### src/rtl/el2_pkg.sv
// el2_pkg: shared types and constants for the decode trigger-hit slice.
//   EL2_TRIG_CNT        - number of hardware triggers carried down the pipe
//   el2_trig_pipe_pkt_t - per-stage packet (valid + per-trigger match) for X/R
package el2_pkg;

  localparam int unsigned EL2_TRIG_CNT = 4;

  typedef struct packed {
    logic                    valid;
    logic [EL2_TRIG_CNT-1:0] match;
  } el2_trig_pipe_pkt_t;

endpackage : el2_pkg

### src/rtl/el2_dec_trig_chain.sv
// el2_dec_trig_chain: combinational chain pairing of qualified trigger hits.
// Only built when EL2_TRIGGER_CHAIN_EN is defined.
// Ports:
//   raw        in  TRIG_CNT    qualified per-trigger match
//   trig_chain in  TRIG_CNT/2  chain bit per even trigger (pair k = 2k, 2k+1)
//   hit        out TRIG_CNT    hits after pairing
`ifdef EL2_TRIGGER_CHAIN_EN
module el2_dec_trig_chain #(
  parameter int unsigned TRIG_CNT = 4
) (
  input  logic [TRIG_CNT-1:0]   raw,
  input  logic [TRIG_CNT/2-1:0] trig_chain,
  output logic [TRIG_CNT-1:0]   hit
);

  // A chained pair only fires when both halves match, and then both bits report.
  always_comb begin
    hit = raw;
    for (int unsigned k = 0; k < TRIG_CNT/2; k++) begin
      if (trig_chain[k]) begin
        hit[2*k]   = raw[2*k] & raw[2*k+1];
        hit[2*k+1] = raw[2*k] & raw[2*k+1];
      end
    end
  end

endmodule : el2_dec_trig_chain
`endif

### src/rtl/el2_dec_trigger_hit.sv
// el2_dec_trigger_hit: carries the decode-stage i0 trigger match vector
// through X to R, qualifies it there (kill/flush/debug mode, chain pairing),
// resolves debug-halt vs breakpoint action, and keeps sticky hit status.
// Optional feature macro: EL2_TRIGGER_CHAIN_EN (chain pairing of 0/1, 2/3).
// Ports:
//   clk, rst_l                    clock, async active-low reset
//   dec_i0_trigger_match_d        raw per-trigger match of i0 in D
//   dec_i0_valid_d                i0 in D is valid
//   dec_i0_stall_d                D held; inserts a bubble into X
//   dec_x_stall                   X/R held
//   flush_lower_r                 kills X and R (and the D capture)
//   dbg_mode                      suppresses all hits
//   trig_chain                    chain bit per trigger pair
//   trig_action                   1 = debug halt, 0 = breakpoint
//   trig_hit_clr                  CSR clear of sticky bits
//   trigger_hit_r                 qualified hits of the instruction in R
//   trigger_dbg_r/ebreak_r        resolved action
//   trigger_hit_sticky            sticky hit status
module el2_dec_trigger_hit
  import el2_pkg::*;
#(
  parameter int unsigned TRIG_CNT = EL2_TRIG_CNT
) (
  input  logic                  clk,
  input  logic                  rst_l,
  input  logic [TRIG_CNT-1:0]   dec_i0_trigger_match_d,
  input  logic                  dec_i0_valid_d,
  input  logic                  dec_i0_stall_d,
  input  logic                  dec_x_stall,
  input  logic                  flush_lower_r,
  input  logic                  dbg_mode,
  input  logic [TRIG_CNT/2-1:0] trig_chain,
  input  logic [TRIG_CNT-1:0]   trig_action,
  input  logic [TRIG_CNT-1:0]   trig_hit_clr,
  output logic [TRIG_CNT-1:0]   trigger_hit_r,
  output logic                  trigger_dbg_r,
  output logic                  trigger_ebreak_r,
  output logic [TRIG_CNT-1:0]   trigger_hit_sticky
);

  el2_trig_pipe_pkt_t    r_x;
  el2_trig_pipe_pkt_t    r_r;
  logic [TRIG_CNT-1:0]   r_sticky;

  logic [TRIG_CNT-1:0]   w_raw;
  logic [TRIG_CNT-1:0]   w_hit;
  logic                  w_dbg;

  // Flush beats every stall and also drops the D capture of the same cycle.
  always_ff @(posedge clk or negedge rst_l) begin
    if (!rst_l) begin
      r_x <= '0;
      r_r <= '0;
    end else if (flush_lower_r) begin
      r_x <= '0;
      r_r <= '0;
    end else if (!dec_x_stall) begin
      r_r <= r_x;
      if (dec_i0_stall_d) begin
        r_x <= '0;
      end else begin
        r_x.valid <= dec_i0_valid_d;
        r_x.match <= dec_i0_trigger_match_d & {TRIG_CNT{dec_i0_valid_d}};
      end
    end
  end

  assign w_raw = r_r.match & {TRIG_CNT{r_r.valid & ~dbg_mode}};

`ifdef EL2_TRIGGER_CHAIN_EN
  el2_dec_trig_chain #(
    .TRIG_CNT (TRIG_CNT)
  ) u_chain (
    .raw        (w_raw),
    .trig_chain (trig_chain),
    .hit        (w_hit)
  );
`else
  logic w_unused_trig_chain;
  assign w_unused_trig_chain = ^trig_chain;
  assign w_hit               = w_raw;
`endif

  assign w_dbg            = |(w_hit & trig_action);
  assign trigger_hit_r    = w_hit;
  assign trigger_dbg_r    = w_dbg;
  assign trigger_ebreak_r = (|w_hit) & ~w_dbg;

  // Set wins over a simultaneous clear; a held R simply re-sets the bits.
  always_ff @(posedge clk or negedge rst_l) begin
    if (!rst_l) begin
      r_sticky <= '0;
    end else begin
      r_sticky <= (r_sticky & ~trig_hit_clr) | w_hit;
    end
  end

  assign trigger_hit_sticky = r_sticky;

endmodule : el2_dec_trigger_hit

### config.mk
export PLATFORM = sky130hd
export DESIGN_NAME = el2_dec_trigger_hit
export DESIGN_NICKNAME = d
export VERILOG_FILES = /design/src/rtl/el2_pkg.sv /design/src/rtl/el2_dec_trig_chain.sv /design/src/rtl/el2_dec_trigger_hit.sv
export SDC_FILE = /design/constraint.sdc
export NUM_CORES = 1
export LEC_CHECK = 0
export ABC_CLOCK_PERIOD_IN_PS = 4000
export CELL_PAD_IN_SITES_DETAIL_PLACEMENT = 1
export CELL_PAD_IN_SITES_GLOBAL_PLACEMENT = 2
export CORE_ASPECT_RATIO = 1.1
export CORE_MARGIN = 2
export CORE_UTILIZATION = 24
export CTS_CLUSTER_DIAMETER = 120
export DETAILED_ROUTE_END_ITERATION = 8
export GPL_ROUTABILITY_DRIVEN = 0
export PLACE_DENSITY = 0.92
export SYNTH_ARGS = -nofsm -noshare
export SYNTH_HDL_FRONTEND = slang
export SYNTH_SLANG_ARGS = --single-unit
### constraint.sdc
create_clock -name clk -period 4 [get_ports clk]
set_input_delay 0.8 -clock clk [delete_from_list [all_inputs] [get_ports clk]]
set_output_delay 0.8 -clock clk [all_outputs]
set_load 0.03 [all_outputs]
==> results.tsv <==
stage	metric	value	unit
synth	mappedNetlistNets	81	
clock_tree	clkTransAtPathRegs	0.08	ns
synth	synth_mux_area_frac	0.0774	
timing	finalSetupTns	0	ns
synth	synth_top_family_by_area	simple AND/OR/NAND/NOR gates	
timing	relative_slew_margins	0.583	
global_route	globalRouteTotalUtil	0.101	
power_and_ir_drop	p_per_area	278	nW/um^2
setup_path	setup.worst_path.start	dbg_mode	
clock_tree	cts_post_setup_buffers_inserted	0	
floorplan	floorplan.core_area	2520	um^2
worst_hold_path	timing.hold.worst.class	register to register	
status	outcome	finished, final reports clean	
synth	unique_masters_post_synth	21	
detailed_routing	drt_pre_antenna_iters	4	
clock_tree	later_pin_clock_latency_in_the_skew_report	0.27	ns
clock_tree	post_cts_resized	0	
detailed_routing	antenna_left	0	
clock_tree	h-tree-depth	1	
detailed_routing	drc	0	
place	placement.io_buffers	28	
synth	count_of_yosys_warnings_during_synthesis	0	
setup_path	reg2reg_from	r_r[4]	
timing	fin_crit_sh	0.846	
synth	post_synth_inst_count	60	
floorplan	die_area	3130	um^2
synth	postSynthAreaPerCell	10.8	um^2
global_route	grt_overflow	0	
timing	finClkSkew	0.00386	ns
setup_path	path_max_fanout	10	
floorplan	design.portCount	31	
finish	most_frequent_cells_in_the_layout	clkdlybuf4s50_1 (28), dfrtp_1 (14), mux2i_1 (5), nor2_1 (5)	
detailed_routing	via_per_inst	4.60	
synth	synth_sequential_area_ratio	0.542	
setup_path	required	3.20	ns
detailed_routing	wirelength	1440	um
clock_tree	cts.hold.buffers_added	0	
place	dp_hpwl	1120	um
floorplan	start_util	0.257	
global_route	global_route_wire_length_before_repair	2290	um
synth	synth-simple-area-share	0.209	
finish	synthToLayoutAreaGrowth	53.0	%
global_route	grt_max_degree	15	
clock_tree	cts_inserted_buffers	3	
finish	final_nets	111	
synth	post_synth_instance_area	647	um^2
clock_tree	tritoncts	built	
timing	whs	0.519	ns
finish	drive_above_1_share	0.0787	
floorplan	floorplan.die.width	53.5	um
worst_hold_path	hold_path_start	trigger_hit_sticky[3]	
timing	worst_pin_slew	0.624	ns
timing	count_of_endpoints_failing_hold_in_the_final_timing_report	0	
finish	antenna_cells_inserted	0	
timing	achievable-frequency	296	MHz
power_and_ir_drop	vdd_ir_drop_max	0.139	mV
floorplan	die_boundary_height	58.5	um
timing	period_minus_slack	3.38	ns
setup_path	cp_data_arrival_time	2.58	ns
clock_tree	clkSinkCount	14	
setup_path	cp-end-kind	output pin	
detailed_routing	via_count	552	
clock_tree	cts_max_path_buffers	2	
clock_tree	root_buffer	clkbuf_4	
synth	synthAdderAreaFrac	0	
detailed_routing	detail_route.wl_per_cell	12.0	um
power_and_ir_drop	total_leakage_power	0.440	nW
finish	layout.cells.most_common	clkdlybuf4s50_1	
flow_run	maxCapViolCount	0	
timing	final_count_of_negative_setup_slack_endpoints	0	
detailed_routing	detailedRoute.firstIterationViolations	5	
setup_path	timing.critical_path.from_type	input port	
timing	maxSlewViolCount	0	
timing	grt_setup_unrepaired	false	
synth	synth_compound_gate_area_share	0.130	
floorplan	number_of_core_rows	19	
synth	postSynthRegisterBits	14	
global_route	grt_pass1_vias	548	
setup_path	critPathKind	input port to output pin	
synth	synthXorXnorAreaFrac	0	
global_route	antenna_found_initial	0	
synth_stat cells:
cell type,n,share of area
inv_1,4,0.023
and2_2,1,0.012
nand3b_1,4,0.046
buf_2,1,0.0077
a21boi_0,1,0.012
nand2b_1,4,0.039
nand2_1,1,0.0058
or3b_2,1,0.014
a22oi_1,2,0.023
and4_1,1,0.014
nor2b_1,1,0.0097
or4_1,1,0.012
nor2_1,5,0.029
o21ai_0,4,0.031
dfrtp_1,14,0.54
a21oi_1,1,0.0077
and2_1,3,0.029
a22o_1,3,0.041
mux2i_1,5,0.077
clkbuf_1,2,0.012
a22o_2,1,0.015
worst max-delay path, stage by stage:
cell	delay, ns
clkdlybuf4s50_1	0.40
nor2b_1	0.45
and4_1	0.27
clkdlybuf4s50_1	0.66
state kept, by name, summed over array words and instances (netlist names):
signal / count
trigger_hit_sticky: 4
r_x: 5
r_r: 5
area by class of cell:
| type | instances | area [um^2] |
|---|---|---|
| repair buffers | 28 | 280 |
| fillers | 305 | 1530 |
| clock buffers | 4 | 36.3 |
| flip-flops and latches | 14 | 350 |
| well taps | 31 | 38.8 |
| multi-input cells | 39 | 269 |
| inverters | 4 | 15.0 |
layer usage:
metal | up-vias | global-route usage | part of all wire
met4 | 0 | 0.0549 | 0
met1 | 263 | 0.117 | 0.44
met3 | 0 | 0.0228 | 0.074
met2 | 24 | 0.169 | 0.48
met5 | - | 0 | 0
li1 | 265 | - | -
worst paths after layout:
path	slack, ns	cells after the start	endpoint
setup / recovery	0.62	4	trigger_ebreak_r
hold / removal	0.52	1	trigger_hit_sticky[3]
setup reg to reg	2.89	2	trigger_hit_sticky[1]
hold reg to reg	0.52	1	trigger_hit_sticky[3]
max in group asynchronous	2.69	1	r_r[0]
min in group asynchronous	0.91	1	r_r[3]
metrics by stage:
step	utilization	instances	total power (W)	cell area, um^2	worst slack, ns
6_report	0.393	120	0.000275	990	0.617
5_1_grt	0.393	120	0.000289	990	0.491
4_1_cts	0.393	120	0.000278	990	0.565
3_5_place_dp	0.378	116	0.000179	953	0.564
3_3_place_gp	0.378	116	0.000179	953	0.606
2_1_floorplan	-	60	0.000157	647	1.32
report_power, final:
group / leakage, nW / internal, W / switching (W) / total (W)
clock: 0.0210 / 0.0000553 / 0.0000440 / 0.0000993
sequential: 0.194 / 0.000143 / 0.00000139 / 0.000145
combinational: 0.225 / 0.0000200 / 0.0000112 / 0.0000312
kinds of logic after synthesis:
kind of cell | count (synthesis)
and+or+nand+nor | 22
DFF | 14
muxes | 5
AOI/OAI and AO/OA | 12
buffers and inverters | 7
(Power assumes the default switching activity.)
